`src/rtl/piso_pkg.sv`:
```
// Shared types and line-level constants for the PISO framing transmitter.
// Optional feature macro: PISO_PARITY_EN (adds the PARITY state).
package piso_pkg;

    typedef enum logic [2:0] {
        StIdle   = 3'd0,
        StStart  = 3'd1,
        StData   = 3'd2,
`ifdef PISO_PARITY_EN
        StParity = 3'd3,
`endif
        StStop   = 3'd4
    } piso_state_t;

    localparam logic LINE_IDLE  = 1'b1;
    localparam logic LINE_START = 1'b0;
    localparam logic LINE_STOP  = 1'b1;

endpackage

```
`src/rtl/piso_bit_counter.sv`:
```
// Modulo-MAX counter with synchronous clear/enable and a terminal-count flag.
// o_tc is high while the count sits at MAX-1; an enabled tick there wraps to 0.
module piso_bit_counter #(
    parameter int unsigned MAX = 8,
    localparam int unsigned CW = (MAX > 1) ? $clog2(MAX) : 1
) (
    input  logic Clock,
    input  logic rst,
    input  logic i_clr,
    input  logic i_en,
    output logic o_tc
);

    logic [CW-1:0] r_count;

    assign o_tc = (r_count == CW'(MAX - 1));

    // Count register: reset/clear to zero, wrap at terminal count
    always_ff @(posedge Clock) begin
        if (rst || i_clr) begin
            r_count <= '0;
        end else if (i_en) begin
            r_count <= o_tc ? '0 : r_count + CW'(1);
        end
    end

endmodule

```
`src/rtl/piso_frame_tx.sv`:
```
// Parallel-in serial-out framing transmitter: start bit, data LSB-first,
// optional even-parity bit (macro PISO_PARITY_EN), then STOP_BITS stop bits.
// SO is registered from the next state so each bit appears the cycle its
// state is entered.
module piso_frame_tx
    import piso_pkg::*;
#(
    parameter int unsigned WIDTH     = 8,
    parameter int unsigned STOP_BITS = 1
) (
    input  logic             Clock,
    input  logic             rst,
    input  logic [WIDTH-1:0] data_in,
    input  logic             load_valid,
    output logic             load_ready,
    output logic             SO,
    output logic             busy,
    output logic             frame_done
);

    piso_state_t      r_state;
    piso_state_t      w_state_d;
    logic [WIDTH-1:0] r_shift;
    logic [WIDTH-1:0] w_shift_d;
    logic             r_so;
    logic             w_so_d;
    logic             w_accept;
    logic             w_data_tc;
    logic             w_stop_tc;
`ifdef PISO_PARITY_EN
    logic             r_parity;
`endif

    assign w_accept = load_valid && load_ready;
    assign SO       = r_so;

    piso_bit_counter #(
        .MAX (WIDTH)
    ) u_data_cnt (
        .Clock (Clock),
        .rst   (rst),
        .i_clr (r_state != StData),
        .i_en  (r_state == StData),
        .o_tc  (w_data_tc)
    );

    piso_bit_counter #(
        .MAX (STOP_BITS)
    ) u_stop_cnt (
        .Clock (Clock),
        .rst   (rst),
        .i_clr (r_state != StStop),
        .i_en  (r_state == StStop),
        .o_tc  (w_stop_tc)
    );

    // State register
    always_ff @(posedge Clock) begin
        if (rst) begin
            r_state <= StIdle;
        end else begin
            r_state <= w_state_d;
        end
    end

    // Next-state logic
    always_comb begin
        w_state_d = r_state;
        unique case (r_state)
            StIdle:  if (w_accept) w_state_d = StStart;
            StStart: w_state_d = StData;
            StData: begin
                if (w_data_tc) begin
`ifdef PISO_PARITY_EN
                    w_state_d = StParity;
`else
                    w_state_d = StStop;
`endif
                end
            end
`ifdef PISO_PARITY_EN
            StParity: w_state_d = StStop;
`endif
            StStop: begin
                if (w_stop_tc) begin
                    w_state_d = w_accept ? StStart : StIdle;
                end
            end
            default: w_state_d = StIdle;
        endcase
    end

    // Shift register next value: load on accept, shift right once per DATA cycle
    always_comb begin
        w_shift_d = r_shift;
        if (w_accept) begin
            w_shift_d = data_in;
        end else if (r_state == StData) begin
            w_shift_d = r_shift >> 1;
        end
    end

    // Outputs: status from current state, next line level from next state
    always_comb begin
        busy       = (r_state != StIdle);
        frame_done = (r_state == StStop) && w_stop_tc;
        load_ready = (r_state == StIdle) || frame_done;
        w_so_d     = LINE_IDLE;
        case (w_state_d)
            StStart:  w_so_d = LINE_START;
            StData:   w_so_d = w_shift_d[0];
`ifdef PISO_PARITY_EN
            StParity: w_so_d = r_parity;
`endif
            StStop:   w_so_d = LINE_STOP;
            default:  w_so_d = LINE_IDLE;
        endcase
    end

    // Datapath registers: line output, shift register, captured parity
    always_ff @(posedge Clock) begin
        if (rst) begin
            r_so     <= LINE_IDLE;
            r_shift  <= '0;
`ifdef PISO_PARITY_EN
            r_parity <= 1'b0;
`endif
        end else begin
            r_so     <= w_so_d;
            r_shift  <= w_shift_d;
`ifdef PISO_PARITY_EN
            if (w_accept) begin
                r_parity <= ^data_in;
            end
`endif
        end
    end

endmodule

```
`config.mk`:
```
export PLATFORM = sky130hd
export DESIGN_NAME = piso_frame_tx
export DESIGN_NICKNAME = d
export VERILOG_FILES = /design/src/rtl/piso_pkg.sv /design/src/rtl/piso_bit_counter.sv /design/src/rtl/piso_frame_tx.sv
export SDC_FILE = /design/constraint.sdc
export NUM_CORES = 1
export LEC_CHECK = 0
export BUFFER_PORTS_ARGS = -buffer_cell sky130_fd_sc_hd__buf_4
export CAP_MARGIN = 20
export CORE_MARGIN = 2
export CORE_UTILIZATION = 30
export DETAILED_ROUTE_END_ITERATION = 16
export GPL_ROUTABILITY_DRIVEN = 0
export SLEW_MARGIN = 20
export SYNTH_ARGS = -nofsm -noshare
export SYNTH_HDL_FRONTEND = slang
export SYNTH_SLANG_ARGS = --single-unit
```
`constraint.sdc`:
```
create_clock -name Clock -period 2.1 [get_ports Clock]
set_clock_uncertainty 0.1 [all_clocks]
set_input_delay 0.42 -clock Clock [delete_from_list [all_inputs] [get_ports Clock]]
set_output_delay 0.42 -clock Clock [all_outputs]
set_load 0.02 [all_outputs]
```
==> results of run 1 <==
sequential cells by signal (all words and copies together) (netlist names):
name / cells
SO: 1
r_state: 3
u_data_cnt.r_count: 3
r_shift: 8
layer usage:
layer  vias up  track usage [%]
met5         -                0
met3         0             5.17
li1        277                -
met1       253             13.4
met4         0             2.63
met2        19             16.7
cell families after synthesis:
logic type	after synthesis	share of synthesized area, %
simple gates	25	26.6
compound gates	17	17.9
flops	15	43.5
buf+inv	8	8.33
fa+ha+maj	2	3.62
synth_stat cells, drive strengths merged:
cell type	count	share of area, %
nor4	1	0.91
and2	1	0.91
nor2	2	1.4
or3b	3	3.8
nor3	1	0.72
or3	1	0.91
a22oi	5	5.4
nor3b	2	4.5
ha	2	3.6
a2111oi	1	2.2
dfxtp	15	43
buf	6	7.2
nand2b	1	0.91
and3	2	1.8
a21oi	6	4.3
nand2	3	1.6
inv	2	1.1
nand3	6	4.3
o22ai	1	0.91
o21ai	1	0.72
nor4b	2	4.7
a2111o	1	1.6
a31oi	1	0.91
a211oi	1	1.8
stage by stage:
step	std cells	setup slack, ns	total power [uW]	utilization, %
2_1_floorplan	67	0.487	399	-
3_3_place_gp	104	0.446	428	36.0
3_5_place_dp	104	0.405	429	36.0
4_1_cts	108	0.357	592	37.2
5_1_grt	108	0.257	620	37.2
6_report	108	0.377	588	37.2
worst paths after layout:
kind	endpoint	slack, ns	cells past startpoint
max	frame_done	0.38	3
min reg2reg	u_data_cnt.r_count[0]	0.34	1
max reg2reg	r_shift[0]	0.39	3
min	r_shift[7]	0.28	3
where the power goes:
group	total (uW)	internal (uW)	switching (uW)
sequential	317	303	13.6
clock	165	73.7	91.4
combinational	106	50.5	55.6
total	588	427	161
layout make-up:
| class | instances | area share [%] |
|---|---|---|
| Multi-Input combinational cell | 44 | 40.9 |
| Sequential cell | 15 | 36.9 |
| Timing Repair Buffer | 15 | 13.8 |
| Tap cell | 28 | 4.30 |
| Clock buffer | 4 | 3.23 |
| Inverter | 2 | 0.922 |
worst max-delay path, cell delays in order (launching register included):
cell	delay [ns]
dfxtp_1	0.51
nor2_1	0.10
and2_1	0.16
buf_4	0.15
==> flow_summary_export.csv, run 1 <==
group,metric,value,unit
critical_path,crit_start,"r_state[0]",
sta,finalSetupTns,0,ns
global_route,grt_pass1_vias,486,
logic_synthesis,yosys_warnings,0,
drt,drt-met1-wl,640,um
drt,met3_length,106,um
critical_path,path_class,"register to output port",
drt,drc_errors,0,
finish,nNetsFinal,94,
cts,htree_num_levels,1,
floorplanning,die-area,0.00270,mm^2
logic_synthesis,syn_area,691,um^2
cts,cts_tree,"yes",
critical_path,cp_max_fo,9,
sta,hold_viol_final,0,
logic_synthesis,ys_seq_area_share,43.5,%
finish,nFillCells,214,
finish,multi_input_area,333,um^2
drt,drtAntennaViolNets,0,
drt,wl_per_cell,12.2,um
sta,setup_viol,0,
global_route,antenna_found_initial,0,
logic_synthesis,ys_types,30,
floorplanning,start_util,31.5,%
global_route,grt_max_degree,14,
critical_path,worstSetupEndpointType,"output port",
pwr,vdd_drop_max,399,uV
sta,max_freq,580,MHz
drt,routed-via-count,549,
drt,drt-pass1-iter-count,4,
sta,rsz0062_at_grt,"false",
global_route,grt_pass1_wl,2130,um
cts,cts.sinks,15,
pwr,leakagePower,0.000324,uW
cts,root_buffer,"clkbuf_4",
logic_synthesis,postSynthAreaPerCell,10.3,um^2
drt,vias_per_cell,5.08,
cts,cts_hold_buffers,0,
logic_synthesis,synth-seq-cells,15,
floorplanning,coreArea,0.00219,mm^2
floorplanning,dieHeight,52.0,um
critical_path,cp-start-kind,"register",
floorplanning,die_w,52.0,um
finish,area_growth,17.9,%
placed_design,portBuffers,14,
sta,period_minus_slack,1.72,ns
finish,final-seq-area,300,um^2
critical_path,cp.required,1.58,ns
global_route,grt_usage,10.8,%
sta,fin_crit_sh,82.1,%
sta,worst_pin_slew,0.573,ns
drt,top_layer_used,"met3",
job,max-cap-violations,0,
min_path,hp-start,"data_in[7]",
finish,drive_above_1_share,30.0,%
min_path,hold_path.class,"input pin to register",
drt,drt-total-wl,1320,um
outcome,status,"finished clean",
cts,postCtsSetupBuffers,0,
sta,slew_headroom,61.6,%
finish,final_cell_mix,"dfxtp_1, buf_4, nand3_1, a21oi_1, a22oi_1",
cts,clockBufferDepth,2,
critical_path,critical_path_arrival,1.20,ns
placed_design,hpwl,916,um
finish,design_area,815,um^2
finish,antenna_cells,0,
drt,first_iter_violations,8,
placed_design,post_dp_cell_area,788,um^2
cts,cts_buffers,3,
global_route,overflow,0,
critical_path,r2r-start,"r_state[1]",
cts,cts.repair.resized,0,
logic_synthesis,synth_nets,80,
cts,clkTransAtPathRegs,0.09,ns
pwr,p_per_area,722,mW/mm^2
logic_synthesis,syn_inst,67,
drt,route.met2.wl,570,um
cts,clk_latency,0.28,ns
sta,drv_slew,0,
sta,timing.hold.ws,0.279,ns
floorplanning,std_cell_rows,17,
floorplanning,num_io_pins,15,
Power figures use the tool's default switching activity.
==> inputs of run 2 (changes only) <==
clock period = 1.46 ns   (was 2.1 ns; I/O delays follow)
==> flow_summary_export.csv, run 2 (synthesized netlist as in run 1, its figures left out) <==
group,metric,value,unit
cts,root_buffer,"clkbuf_4",
finish,reg_top3,"r_shift x8, r_state x3, u_data_cnt.r_count x3",
sta,finalSetupTns,-0.402,ns
finish,antenna_cells,0,
drt,drtAntennaViolNets,0,
floorplanning,die_w,52.0,um
sta,fin_crit_sh,109,%
sta,slew_headroom,77.9,%
sta,worst_pin_slew,0.332,ns
placed_design,hpwl,1050,um
finish,final_cell_mix,"buf_4, dfxtp_1, nand3_1, a21oi_1",
critical_path,cp_max_fo,2,
sta,timing.hold.ws,0.161,ns
outcome,violations,"negative setup slack",
critical_path,cp-start-kind,"register",
drt,drt-pass1-iter-count,4,
min_path,hold_path.class,"input pin to register",
critical_path,worstSetupEndpointType,"output port",
finish,finish.utilization,44.0,%
finish,final_common_cell,"buf_4",
finish,top_register,"r_shift",
pwr,leakagePower,0.000379,uW
placed_design,portBuffers,14,
cts,htree_num_levels,1,
cts,cts_tree,"yes",
global_route,overflow,0,
floorplanning,std_cell_rows,17,
global_route,grt_pass1_wl,2320,um
sta,period_minus_slack,1.59,ns
sta,setup_slack,-0.127,ns
cts,clockBufferDepth,2,
global_route,grt_max_degree,14,
critical_path,cp.required,1.07,ns
critical_path,critical_path_arrival,1.20,ns
finish,largest_reg_flops,8,
drt,routed-via-count,576,
drt,drc_errors,0,
cts,cts_hold_buffers,0,
global_route,grt_pass1_vias,532,
sta,drv_slew,0,
job,max-cap-violations,0,
floorplanning,start_util,31.5,%
pwr,vdd_drop_max,675,uV
finish,nNetsFinal,104,
finish,area_growth,39.5,%
drt,first_iter_violations,11,
sta,hold_viol_final,0,
floorplanning,dieHeight,52.0,um
cts,clk_latency,0.28,ns
finish,fin_cells,118,
floorplanning,die-area,0.00270,mm^2
critical_path,path_class,"register to output port",
drt,drt-total-wl,1510,um
floorplanning,num_io_pins,15,
outcome,status,"complete, but fails checks",
cts,clkTransAtPathRegs,0.09,ns
cts,cts_buffers,3,
sta,setup_viol,10,
placed_design,dp.cells,112,
placed_design,place_ws,-0.0849,ns
sta,rsz0062_at_grt,"true",
finish,drive_above_1_share,48.9,%
global_route,antenna_found_initial,0,
floorplanning,coreArea,0.00219,mm^2
drt,vias_per_cell,4.88,
pwr,p_per_area,922,mW/mm^2
sta,max_freq,630,MHz
cts,cts.sinks,15,
global_route,grt_usage,12.2,%
drt,wl_per_cell,12.8,um
-- run 2: critical path: stages (launching register included) --
cell     delay [ns]
dfxtp_4        0.35
buf_6          0.11
or3_4          0.32
buf_6          0.14
-- run 2: final timing paths --
kind / from / to / slack [ns] / cells after the start
max: r_state[1] / busy / -0.13 / 3
min: data_in[7] / r_shift[7] / 0.16 / 3
max reg2reg: u_data_cnt.r_count[0] / SO / -0.05 / 5
min reg2reg: u_data_cnt.r_count[0] / u_data_cnt.r_count[0] / 0.34 / 1
-- run 2: power by group --
| group | switching, uW | total, uW | internal (uW) |
|---|---|---|---|
| registers | 18.0 | 454 | 436 |
| clock network | 130 | 236 | 106 |
| logic | 92.2 | 199 | 106 |
| total | 241 | 888 | 648 |
-- run 2: timing repair --
action,in CTS,in global routing
hold endpoints to repair,0,0
resized for setup,11,3
buffers inserted,1,1
setup endpoints to repair,4,12
pin swaps,3,2
-- run 2: per-layer routing --
| metal | global-route usage, % | wire length, um | vias to the layer above |
|---|---|---|---|
| li1 | - | - | 291 |
| met2 | 17.7 | 720 | 15 |
| met3 | 3.45 | 65 | 2 |
| met5 | 0 | 0 | - |
| met4 | 7.89 | 17 | 0 |
| met1 | 15.5 | 702 | 268 |
-- run 2: final cells by class --
cell class	instances	area [um^2]
clock buffer	4	26.3
fill	217	1230
inverter	2	7.51
multi-input combinational	44	378
sequential	15	310
tap	28	35.0
timing repair buffer	25	206
-- run 2: per-stage QoR --
step | total power [uW] | cell area [um^2]
floorplan | 575 | 718
global placement | 635 | 876
detailed placement | 638 | 876
CTS | 887 | 943
global route | 934 | 963
finish | 888 | 963
